**src/rtl/fnd_scan_ctrl.sv**
```systemverilog
// 4-digit 7-seg scan controller with iterative binary-to-BCD conversion.
// Define FND_LEADING_BLANK_EN to blank leading zero digits (code 4'hF).
module fnd_scan_ctrl #(
  parameter int unsigned REFRESH_DIV = 100_000
) (
  input  logic        clk,
  input  logic        reset_n,
  input  logic [13:0] i_value,
  input  logic        i_load,
  output logic        o_busy,
  output logic        o_done,
  output logic [1:0]  o_digitsel,
  output logic [3:0]  o_bcd
);

  localparam int PW = (REFRESH_DIV > 1) ? $clog2(REFRESH_DIV) : 1;
  localparam logic [PW-1:0] PMAX = PW'(REFRESH_DIV - 1);

  localparam logic [1:0] S_IDLE = 2'd0;
  localparam logic [1:0] S_CONV = 2'd1;
  localparam logic [1:0] S_DONE = 2'd2;

  logic [PW-1:0] presc_q, presc_d;
  logic [1:0]    sel_q, sel_d;
  logic [1:0]    state_q, state_d;
  logic [13:0]   bin_q, bin_d;
  logic [15:0]   acc_q, acc_d;
  logic [3:0]    cnt_q, cnt_d;
  logic [15:0]   disp_q, disp_d;

  logic          wrap;
  logic          load_ok;
  logic [13:0]   sat;
  logic [15:0]   adj;
  logic [15:0]   shifted;
  logic [3:0]    dig;

  assign wrap    = (presc_q == PMAX);
  assign load_ok = i_load && (state_q != S_CONV);
  assign sat     = (i_value > 14'd9999) ? 14'd9999 : i_value;

  always_comb begin
    presc_d = wrap ? '0 : presc_q + 1'b1;
    sel_d   = wrap ? sel_q + 2'd1 : sel_q;
  end

  // One double-dabble step: add 3 to digits >= 5, then shift in next bit
  always_comb begin
    adj = acc_q;
    for (int i = 0; i < 4; i++) begin
      if (acc_q[4*i +: 4] >= 4'd5)
        adj[4*i +: 4] = acc_q[4*i +: 4] + 4'd3;
    end
    shifted = {adj[14:0], bin_q[13]};
  end

  always_comb begin
    state_d = state_q;
    bin_d   = bin_q;
    acc_d   = acc_q;
    cnt_d   = cnt_q;
    disp_d  = disp_q;
    unique case (1'b1)
      (state_q == S_IDLE),
      (state_q == S_DONE): begin
        state_d = S_IDLE;
        if (load_ok) begin
          state_d = S_CONV;
          bin_d   = sat;
          acc_d   = '0;
          cnt_d   = '0;
        end
      end
      (state_q == S_CONV): begin
        bin_d = {bin_q[12:0], 1'b0};
        acc_d = shifted;
        cnt_d = cnt_q + 4'd1;
        if (cnt_q == 4'd13) begin
          state_d = S_DONE;
          disp_d  = shifted;
        end
      end
      default: state_d = S_IDLE;
    endcase
  end

  always_ff @(posedge clk) begin
    if (!reset_n) begin
      presc_q <= '0;
      sel_q   <= '0;
      state_q <= S_IDLE;
      bin_q   <= '0;
      acc_q   <= '0;
      cnt_q   <= '0;
      disp_q  <= '0;
    end else begin
      presc_q <= presc_d;
      sel_q   <= sel_d;
      state_q <= state_d;
      bin_q   <= bin_d;
      acc_q   <= acc_d;
      cnt_q   <= cnt_d;
      disp_q  <= disp_d;
    end
  end

  assign o_busy     = (state_q == S_CONV);
  assign o_done     = (state_q == S_DONE);
  assign o_digitsel = sel_q;
  assign dig        = disp_q[{sel_q, 2'b00} +: 4];

`ifdef FND_LEADING_BLANK_EN
  logic [3:0] blank;
  always_comb begin
    blank[3] = (disp_q[15:12] == 4'd0);
    blank[2] = blank[3] && (disp_q[11:8] == 4'd0);
    blank[1] = blank[2] && (disp_q[7:4] == 4'd0);
    blank[0] = 1'b0;
  end
  assign o_bcd = blank[sel_q] ? 4'hF : dig;
`else
  assign o_bcd = dig;
`endif

endmodule

```
**config.mk**
```make
export PLATFORM = sky130hd
export DESIGN_NAME = fnd_scan_ctrl
export DESIGN_NICKNAME = d
export VERILOG_FILES = /design/src/rtl/fnd_scan_ctrl.sv
export SDC_FILE = /design/constraint.sdc
export NUM_CORES = 1
export LEC_CHECK = 0
export CAP_MARGIN = 5
export CORE_MARGIN = 3
export CORE_UTILIZATION = 52
export DETAILED_ROUTE_END_ITERATION = 7
export HOLD_SLACK_MARGIN = 0.06
export PLACE_DENSITY = 0.75
export SLEW_MARGIN = 20
export SYNTH_ARGS = -nofsm -noshare
export SYNTH_HDL_FRONTEND = slang
export SYNTH_SLANG_ARGS = --single-unit
```
**constraint.sdc**
```tcl
create_clock -name clk -period 1.5 [get_ports clk]
set_input_delay 0.3 -clock clk [delete_from_list [all_inputs] [get_ports clk]]
set_output_delay 0.3 -clock clk [all_outputs]
set_load 0.02 [all_outputs]
```
---- Word level (Yosys, flattened, before mapping) ----
Cells that the tools add are included.
word-level totals
  bits of input ports ..................... 17
  register bits ........................... 71
  word-level logic and storage cells ...... 49
  output and inout port bits .............. 8
cells by class
  mux-type cells .......................... 14
  reduce and logical (&&, ||, !) cells .... 7
  magnitude comparators ................... 5
  equality and inequality tests ........... 7
  shift-type cells ........................ 1
  bitwise gates (word level) .............. 1
  add/sub/neg operators ................... 7
operator list
  cell                                                               number
  case mux 16 bit (2 select lines)                                   1
  two-way mux 14 bit                                                 2
  case mux 14 bit (2 select lines)                                   1
  adder 17 x 1 -> 17 bit, second input constant                      1
  equality test 17 bit, second input constant                        1
  greater-or-equal comparator 4 x 3 -> 1 bit, second input constant  4
  two-way mux 16 bit                                                 1
  two-way mux 4 bit                                                  4
  indexed part select 16 x 5 -> 4 bit                                1
  greater-than comparator 14 bit, second input constant              1
  adder 4 x 2 -> 4 bit, second input constant                        3
  case mux 4 bit (2 select lines)                                    1
  adder 4 x 1 -> 4 bit, second input constant                        1
  equality test 4 bit, second input constant                         1
  inequality test 2 x 1 -> 1 bit, second input constant              2
  case mux 2 bit (2 select lines)                                    1
  AND reduction 2 bit                                                2
  OR reduction 2 bit                                                 2
  adder 3 x 2 -> 3 bit, second input constant                        1
  two-way mux 3 bit                                                  1
  adder 2 x 1 -> 2 bit, second input constant                        1
  equality test 2 x 1 -> 1 bit, second input constant                1
  equality test 2 bit, second input constant                         1
  zero test 2 bit                                                    1
  6 further kinds                                                    6

---- Longest topological paths before layout ----
Gate-level depths: netlist of the first run.
  depth after elaboration ................. 4
  gate-level depth with buffers ........... 7

---- Worst setup path after synthesis of the first run ----
Ideal clock, no wire load.
  path kind ............................... reg2out
  from .................................... register sel_q[0], in the netlist o_digitsel[0]
  to ...................................... output o_bcd[0]
  cell stages (with the launch flop) ...... 3
  slack ................................... -127 ps
  required time ........................... 1200 ps
  data arrival time ....................... 1327 ps
  path buffers ............................ 1
  cell sequence ........................... dfxtp_1 clkbuf_1 mux4_2
on the way
  longest elaborated chain between the ends .. 1
RTL lines
  what                                 line  RTL
  from (decl)                          24    logic [1:0] sel_q, sel_d;
  from (signal assigned)               98    sel_q <= sel_d;
  indexed part select 16 x 5 -> 4 bit  110   assign dig = disp_q[{sel_q, 2'b00} +: 4];
  to (decl)                            13    output logic [3:0] o_bcd
Every way passes these cells.

---- Worst setup path in the final report of the first run ----
  from .................................... register sel_q[0], in the netlist o_digitsel[0]
  to ...................................... output o_bcd[3]
The elaborated chain is that of the path after synthesis.

==> key figures, run 1 <==
Yosys
  • Syn Area/Cell: roughly 8.9 um2
  • Fraction of registers with async set or reset after synthesis: 0
  • Post-synthesis register bit count: 71
  • EDFF count, synth: 0
  • Post-synthesis sequential area ratio: 0.427
  • Synth Net Count: slightly above 400
  • Synth cell types: between 40 and 50
  • Syn Inst Count: between 300 and 400
  • Post-synthesis cell area: between 3000 and 4000 um2
  • Post-synth top flop: dfxtp_1
  • Warnings from Yosys: 0

Placed design
  • Port buffer count: 24
  • GP Congestion: approximately 0.84
  • DPL Wire Length: ~5.7 mm
  • Placed Area: roughly 4100 um2

GRT
  • GRT Overall Usage: 0.239
  • Gr ovfl total: 0
  • Largest net degree at the start of global routing: 28
  • Initial antenna violation count: 0
  • First-pass GRT wire length: roughly 14 mm
  • Number of global-route vias before repair: around 3100

Worst setup path
  • R2R cell count: 5
  • CP max-delay cell: mux4_2
  • CP Capture Type: primary output
  • Worst Path Max Fanout: 5
  • Critical R2R Launch: presc_q[0]
  • Worst Path Buf+Inv: 1
  • WS Path Type: reg -> out
  • Setup crit start kind: flop
  • Arrival @ worst endpoint: approximately 1.4 ns
  • Worst path required time: around 1.2 ns
  • Critical Path Stages: 2
  • Worst Setup EP: o_bcd[3]
  • Crit path from: o_digitsel[0]
  • CP peak stage delay: around 0.52 ns
  • CP cell instances: mux4_2 -> buf_6
  • Cell family with most CP delay: multiplexers
  • Reg2Reg Capture Point: o_digitsel[1]
  • Flop-to-flop setup slack: 0.02 ns

Pwr
  • Sequential share of power: 0.486
  • Pint: about 3 mW
  • Combinational share of power: 0.102
  • Switching share of power: 0.242
  • Clock power frac: 0.412
  • Power per Cell Area: 889 nW/um2
  • Leakage: roughly 1.7 nW
  • Net Sw Power: 0.975 mW
  • Worst IR Drop VDD: between 0.6 and 0.7 mV

Outcome
  • Failing checks: setup timing
  • Status: complete, but fails checks

Route
  • Initial DRC Count: around 180
  • Via count: 3100
  • Via-to-Cell Ratio: 5.79
  • DR WL/cell: between 15 and 20 um
  • DRT Pass-1 Iters: 4
  • Final WL: ~8.4 mm
  • DRC: 0
  • Detail Route Antenna Nets: 0

STA
  • Tcrit/Tclk final: 1.15
  • Worst setup margin: -0.228 ns
  • Relative slew slack: 0.758
  • Tightest Pin Transition: approximately 0.36 ns
  • Hold Vio Cnt, Final: 0
  • Setup_tns: -0.896 ns
  • Fin. max-slew vios: 0
  • Fmax: 0.579 GHz
  • Clk_skew: about 0.01 ns
  • # setup viols final: 4
  • Unrepaired setup endpoints after global routing: true
  • Final min period: approximately 1.7 ns

Min path
  • Hold-critical path depth: 4
  • Hold Path Class: in -> reg

Final layout
  • # fillers: roughly 430
  • Fin nets: 483
  • Layout area overhead: 36.4%
  • Design area: approximately 4500 um2
  • Diodes inserted: 0
  • Layout cells sized above 1: 0.311

Clock tree
  • Worst-Skew Late Latency: between 0.3 and 0.4 ns
  • CTS root buf: clkbuf_8
  • Clock Path Buffers: 2
  • Total CTS buffers: 9
  • CTS tree: yes
  • CTS sink cnt: 71
  • # H-tree levels: 3
  • CTS clk-pin slew, worst paths: 0.07 ns

Die
  • Die Y: approximately 86 um
  • # rows: 28
  • Total die area: 7400 um2
  • Core footprint: around 6000 um2
  • I/O Pins: 25
  • Die width: 86.0 um
  • Initial Utilization: 0.550

Job
  • MaxCap Viol Count: 0
==> worst min-delay path by stage <==
stage	startpoint	to
floorplan	i_value[10]	bin_q[10]
global placement	disp_q[14]	disp_q[14]
detailed placement	disp_q[9]	disp_q[9]
CTS	i_value[5]	bin_q[5]
global route	i_value[6]	bin_q[6]
finish	i_value[6]	bin_q[6]
==> layer usage <==
metal | routed length [um] | GRT usage | vias up
met2 | 4480 | 0.415 | 56
met1 | 3520 | 0.280 | 1503
li1 | - | - | 1521
met4 | 161 | 0.109 | 0
met3 | 284 | 0.0538 | 20
met5 | 0 | 0 | -
==> final cells by class <==
class | count | area, um2 | area share
timing repair buffer | 89 | 783 | 0.172
inverter | 18 | 67.6 | 0.0149
clock buffer | 10 | 128 | 0.0281
multi-input combinational | 266 | 1940 | 0.427
tap | 75 | 93.8 | 0.0207
sequential | 71 | 1450 | 0.318
clock inverter | 6 | 85.1 | 0.0187
==> cell families after synthesis <==
| group | Yosys count | synth area share |
|---|---|---|
| AOI/OAI and AO/OA | 92 | 0.174 |
| muxes | 9 | 0.0436 |
| and+or+nand+nor | 135 | 0.217 |
| xor gates and xnor gates | 19 | 0.0500 |
| DFF | 71 | 0.427 |
| adders and majority gates | 11 | 0.0413 |
| buffers and inverters | 38 | 0.0466 |
==> state kept, by name, indices dropped and copies added, names as in the netlist <==
| register | cells |
|---|---|
| acc_q | 16 |
| bin_q | 14 |
| cnt_q | 4 |
| disp_q | 16 |
| o_digitsel | 2 |
| presc_q | 17 |
| state_q | 2 |
==> power groups by stage <==
stage          sequential (mW)  clock, mW  combinational [mW]
2_1_floorplan             2.00          0               0.184
3_3_place_gp              2.00          0               0.366
3_5_place_dp              2.00          0               0.375
4_1_cts                   1.96       1.68               0.393
5_1_grt                   1.97       1.75               0.445
6_report                  1.96       1.66               0.411
==> cell usage in the layout (no fill, tap or decap), drive strengths merged, types with 5 or more instances in the layout <==
master	n
clkdlybuf4s50	12
dfxtp	71
and4	6
o22ai	8
clkbuf	11
nor3	5
nor3b	6
ha	11
xor2	10
o21ai	25
a211oi	6
and2	5
nand4	17
buf	69
a21oi	31
nand2b	6
nor2	37
xnor2	9
inv	18
nand2	28
nand3	12
==> worst reg2reg max path: cells and delay by family (launching register included) <==
kind / cells / cell delay, ns
adder cells (fa/ha/maj): 1 / 0.16
flip-flops: 1 / 0.37
AND/OR/NAND/NOR: 4 / 0.89
==> synthesized netlist by cell type, types with 2 or more instances <==
cell type,number,area share
dfxtp_1,71,0.43
nor2_1,37,0.042
a21oi_1,31,0.047
nand2_1,28,0.032
o21ai_0,25,0.038
inv_1,18,0.020
nand4_1,17,0.032
clkbuf_1,13,0.015
ha_1,11,0.041
nand3_1,11,0.017
xor2_1,10,0.026
xnor2_1,9,0.024
o22ai_1,8,0.015
nand2b_1,6,0.011
nor3b_1,6,0.014
a211oi_1,5,0.011
and2_1,5,0.0094
nor3_1,5,0.0075
a222oi_1,4,0.012
and4_1,4,0.011
buf_2,4,0.0060
mux2_2,4,0.014
mux4_2,4,0.027
a221oi_1,3,0.0079
o221ai_1,3,0.0079
a311oi_1,2,0.0053
and3_1,2,0.0038
and4_4,2,0.0068
and4bb_2,2,0.0075
buf_1,2,0.0023
nor2b_1,2,0.0038
nor4_1,2,0.0038
o211a_1,2,0.0060
o21a_1,2,0.0045
o311ai_0,2,0.0053
o31ai_1,2,0.0045
or4_1,2,0.0045
==> metrics by stage <==
step	hold WS (ns)	power, mW	util	setup WS [ns]	instances
after global routing	0.364	4.17	0.750	-0.264	535
after floorplan	0.429	2.18	-	0.000640	375
after CTS	0.439	4.03	0.724	-0.241	534
after detailed placement	0.463	2.38	0.675	-0.486	517
final	0.347	4.04	0.750	-0.228	535
after global placement	0.457	2.37	0.675	-0.447	517
==> timing repair <==
action,CTS,global route
pin swaps,9,8
gates resized for setup,50,46
endpoints found under the setup margin,32,41
cloned,0,1
setup buffers,1,0
hold endpoints to repair,0,0
hold buffers,0,0
(Power assumes the default switching activity.)
==> run 2, diff against run 1 <==
Settings changed: HOLD_SLACK_MARGIN 0.06 to unset.
==> results of run 2 <==
No change in the layout: final DEF, timing and power equal those of run 1.
==> run 3, diff against run 2 <==
Settings changed: CORE_UTILIZATION 52 to 30, PLACE_DENSITY 0.75 to unset.
==> key figures, run 3 (synthesized netlist as in run 1, its figures left out) <==
Outcome
  • Status: complete, but fails checks
  • Failing checks: setup timing

GRT
  • First-pass GRT wire length: around 14 mm
  • GRT Overall Usage: 0.136
  • Initial antenna violation count: 0
  • Number of global-route vias before repair: 2994
  • Largest net degree at the start of global routing: 29
  • Gr ovfl total: 0

Clock tree
  • # H-tree levels: 3
  • CTS tree: yes
  • Worst-Skew Late Latency: between 0.3 and 0.4 ns
  • Clock Path Buffers: 2
  • CTS sink cnt: 71
  • CTS root buf: clkbuf_8
  • CTS clk-pin slew, worst paths: ~0.08 ns
  • Total CTS buffers: 9

Die
  • I/O Pins: 25
  • Initial Utilization: 0.316
  • # rows: 37
  • Core footprint: approximately 11000 um2
  • Die Y: between 100 and 150 um
  • Die width: between 100 and 150 um
  • Total die area: between 10000 and 15000 um2

Route
  • DRC: 0
  • Via count: roughly 3000
  • Initial DRC Count: 186
  • Detail Route Antenna Nets: 0
  • DR WL/cell: approximately 14 um
  • Via-to-Cell Ratio: a little over 5
  • Final WL: approximately 8.5 mm
  • DRT Pass-1 Iters: 4

STA
  • Clk_skew: roughly 0.0087 ns
  • Hold Vio Cnt, Final: 0
  • Final min period: about 1.7 ns
  • Fmax: between 0.5 and 0.6 GHz
  • Unrepaired setup endpoints after global routing: true
  • Tightest Pin Transition: roughly 0.37 ns
  • # setup viols final: 4
  • Fin. max-slew vios: 0
  • Tcrit/Tclk final: 1.17
  • Worst setup margin: -0.249 ns
  • Relative slew slack: 0.752

Worst setup path
  • R2R cell count: 5
  • Worst path required time: ~1.2 ns
  • CP Capture Type: primary output
  • Flop-to-flop setup slack: approximately 0.03 ns
  • Critical R2R Launch: presc_q[0]
  • Setup crit start kind: flop
  • Worst Path Max Fanout: 5
  • Arrival @ worst endpoint: 1.45 ns
  • WS Path Type: reg -> out
  • Reg2Reg Capture Point: o_digitsel[1]

Final layout
  • Most frequent cells in the layout: buf_4, dfxtp_1, nor2_1
  • Max reg flops: 17
  • Diodes inserted: 0
  • # fillers: a little over 1000
  • Commonest non-fill, non-tap cell in the layout: buf_4
  • Top reg by flops: presc_q
  • Layout area overhead: 40.5%
  • Layout cells sized above 1: 0.336
  • Regs by FF count: presc_q (17), acc_q (16), disp_q (16)
  • Fin nets: just under 500

Pwr
  • Sequential share of power: 0.487
  • Combinational share of power: 0.107
  • Switching share of power: 0.243
  • Clock power frac: 0.406
  • Power, Total: about 4.0 mW
  • Power per Cell Area: 859 nW/um2
  • Leakage: between 1.5 and 2 nW
  • Worst IR Drop VDD: about 0.38 mV
  • Net Sw Power: between 0.9 and 1 mW
  • Pint: 3.05 mW

Min path
  • Hold Path End: bin_q[4]
  • Hold Startpoint: i_value[4]
  • Hold-critical path depth: 4
  • Hold Path Class: in -> reg

Placed design
  • GP Congestion: between 0.8 and 0.9
  • Port buffer count: 24
  • Placement Setup Slack: -0.484 ns
  • DPL Wire Length: between 5 and 6 mm

Job
  • MaxCap Viol Count: 0
-- run 3: power groups by stage --
stage / combinational [mW] / sequential, mW / clock [mW]
finish: 0.430 / 1.96 / 1.63
global route: 0.466 / 1.97 / 1.75
CTS: 0.383 / 1.96 / 1.67
detailed placement: 0.380 / 2.00 / 0
global placement: 0.372 / 2.00 / 0
floorplan: 0.184 / 2.00 / 0
-- run 3: final cells by class --
cell class / instances / area (um2) / area share
clock buffers: 13 / 169 / 0.0361
clock inverters: 3 / 40.0 / 0.00855
inverters: 18 / 67.6 / 0.0144
multi-input cells: 266 / 1950 / 0.416
flip-flops and latches: 71 / 1450 / 0.310
well taps: 136 / 170 / 0.0364
repair buffers: 99 / 840 / 0.179
-- run 3: layer usage --
layer / part of all wire / global-route usage / up-vias
li1: - / - / 1538
met1: 0.47 / 0.173 / 1446
met2: 0.48 / 0.222 / 50
met3: 0.032 / 0.0277 / 15
met4: 0.021 / 0.0600 / 0
met5: 0 / 0 / -
-- run 3: worst max-delay path: stages, from the launching register on --
cell,delay (ns)
dfxtp_4,0.42
mux4_2,0.54
buf_6,0.15
-- run 3: per-stage QoR --
| stage | utilization | cell area [um2] | setup TNS, ns | cells | hold slack, ns |
|---|---|---|---|---|---|
| global route | 0.443 | 4680 | -1.25 | 606 | 0.481 |
| floorplan | - | 3340 | 0 | 375 | 0.429 |
| finish | 0.443 | 4680 | -0.922 | 606 | 0.465 |
| global placement | 0.396 | 4180 | -7.48 | 584 | 0.458 |
| CTS | 0.421 | 4440 | -1.02 | 601 | 0.454 |
| detailed placement | 0.396 | 4180 | -8.67 | 584 | 0.465 |
-- run 3: worst max path at each step --
stage,cells after the start,slack [ns],from,to
2_1_floorplan,5,0.0006,presc_q[0],o_digitsel[1]
3_3_place_gp,5,-0.44,i_value[6],bin_q[10]
3_5_place_dp,5,-0.48,i_value[6],bin_q[10]
4_1_cts,2,-0.28,o_digitsel[0],o_bcd[0]
5_1_grt,2,-0.29,o_digitsel[0],o_bcd[0]
6_report,2,-0.25,o_digitsel[0],o_bcd[0]
-- run 3: timing repair --
| action | in CTS | in global routing |
|---|---|---|
| hold buffers | 0 | 0 |
| pin swaps | 6 | 9 |
| setup buffers | 1 | 5 |
| endpoints found under the setup margin | 36 | 35 |
| gates resized for setup | 56 | 52 |
| hold endpoints to repair | 0 | 0 |
| gates cloned | 0 | 1 |
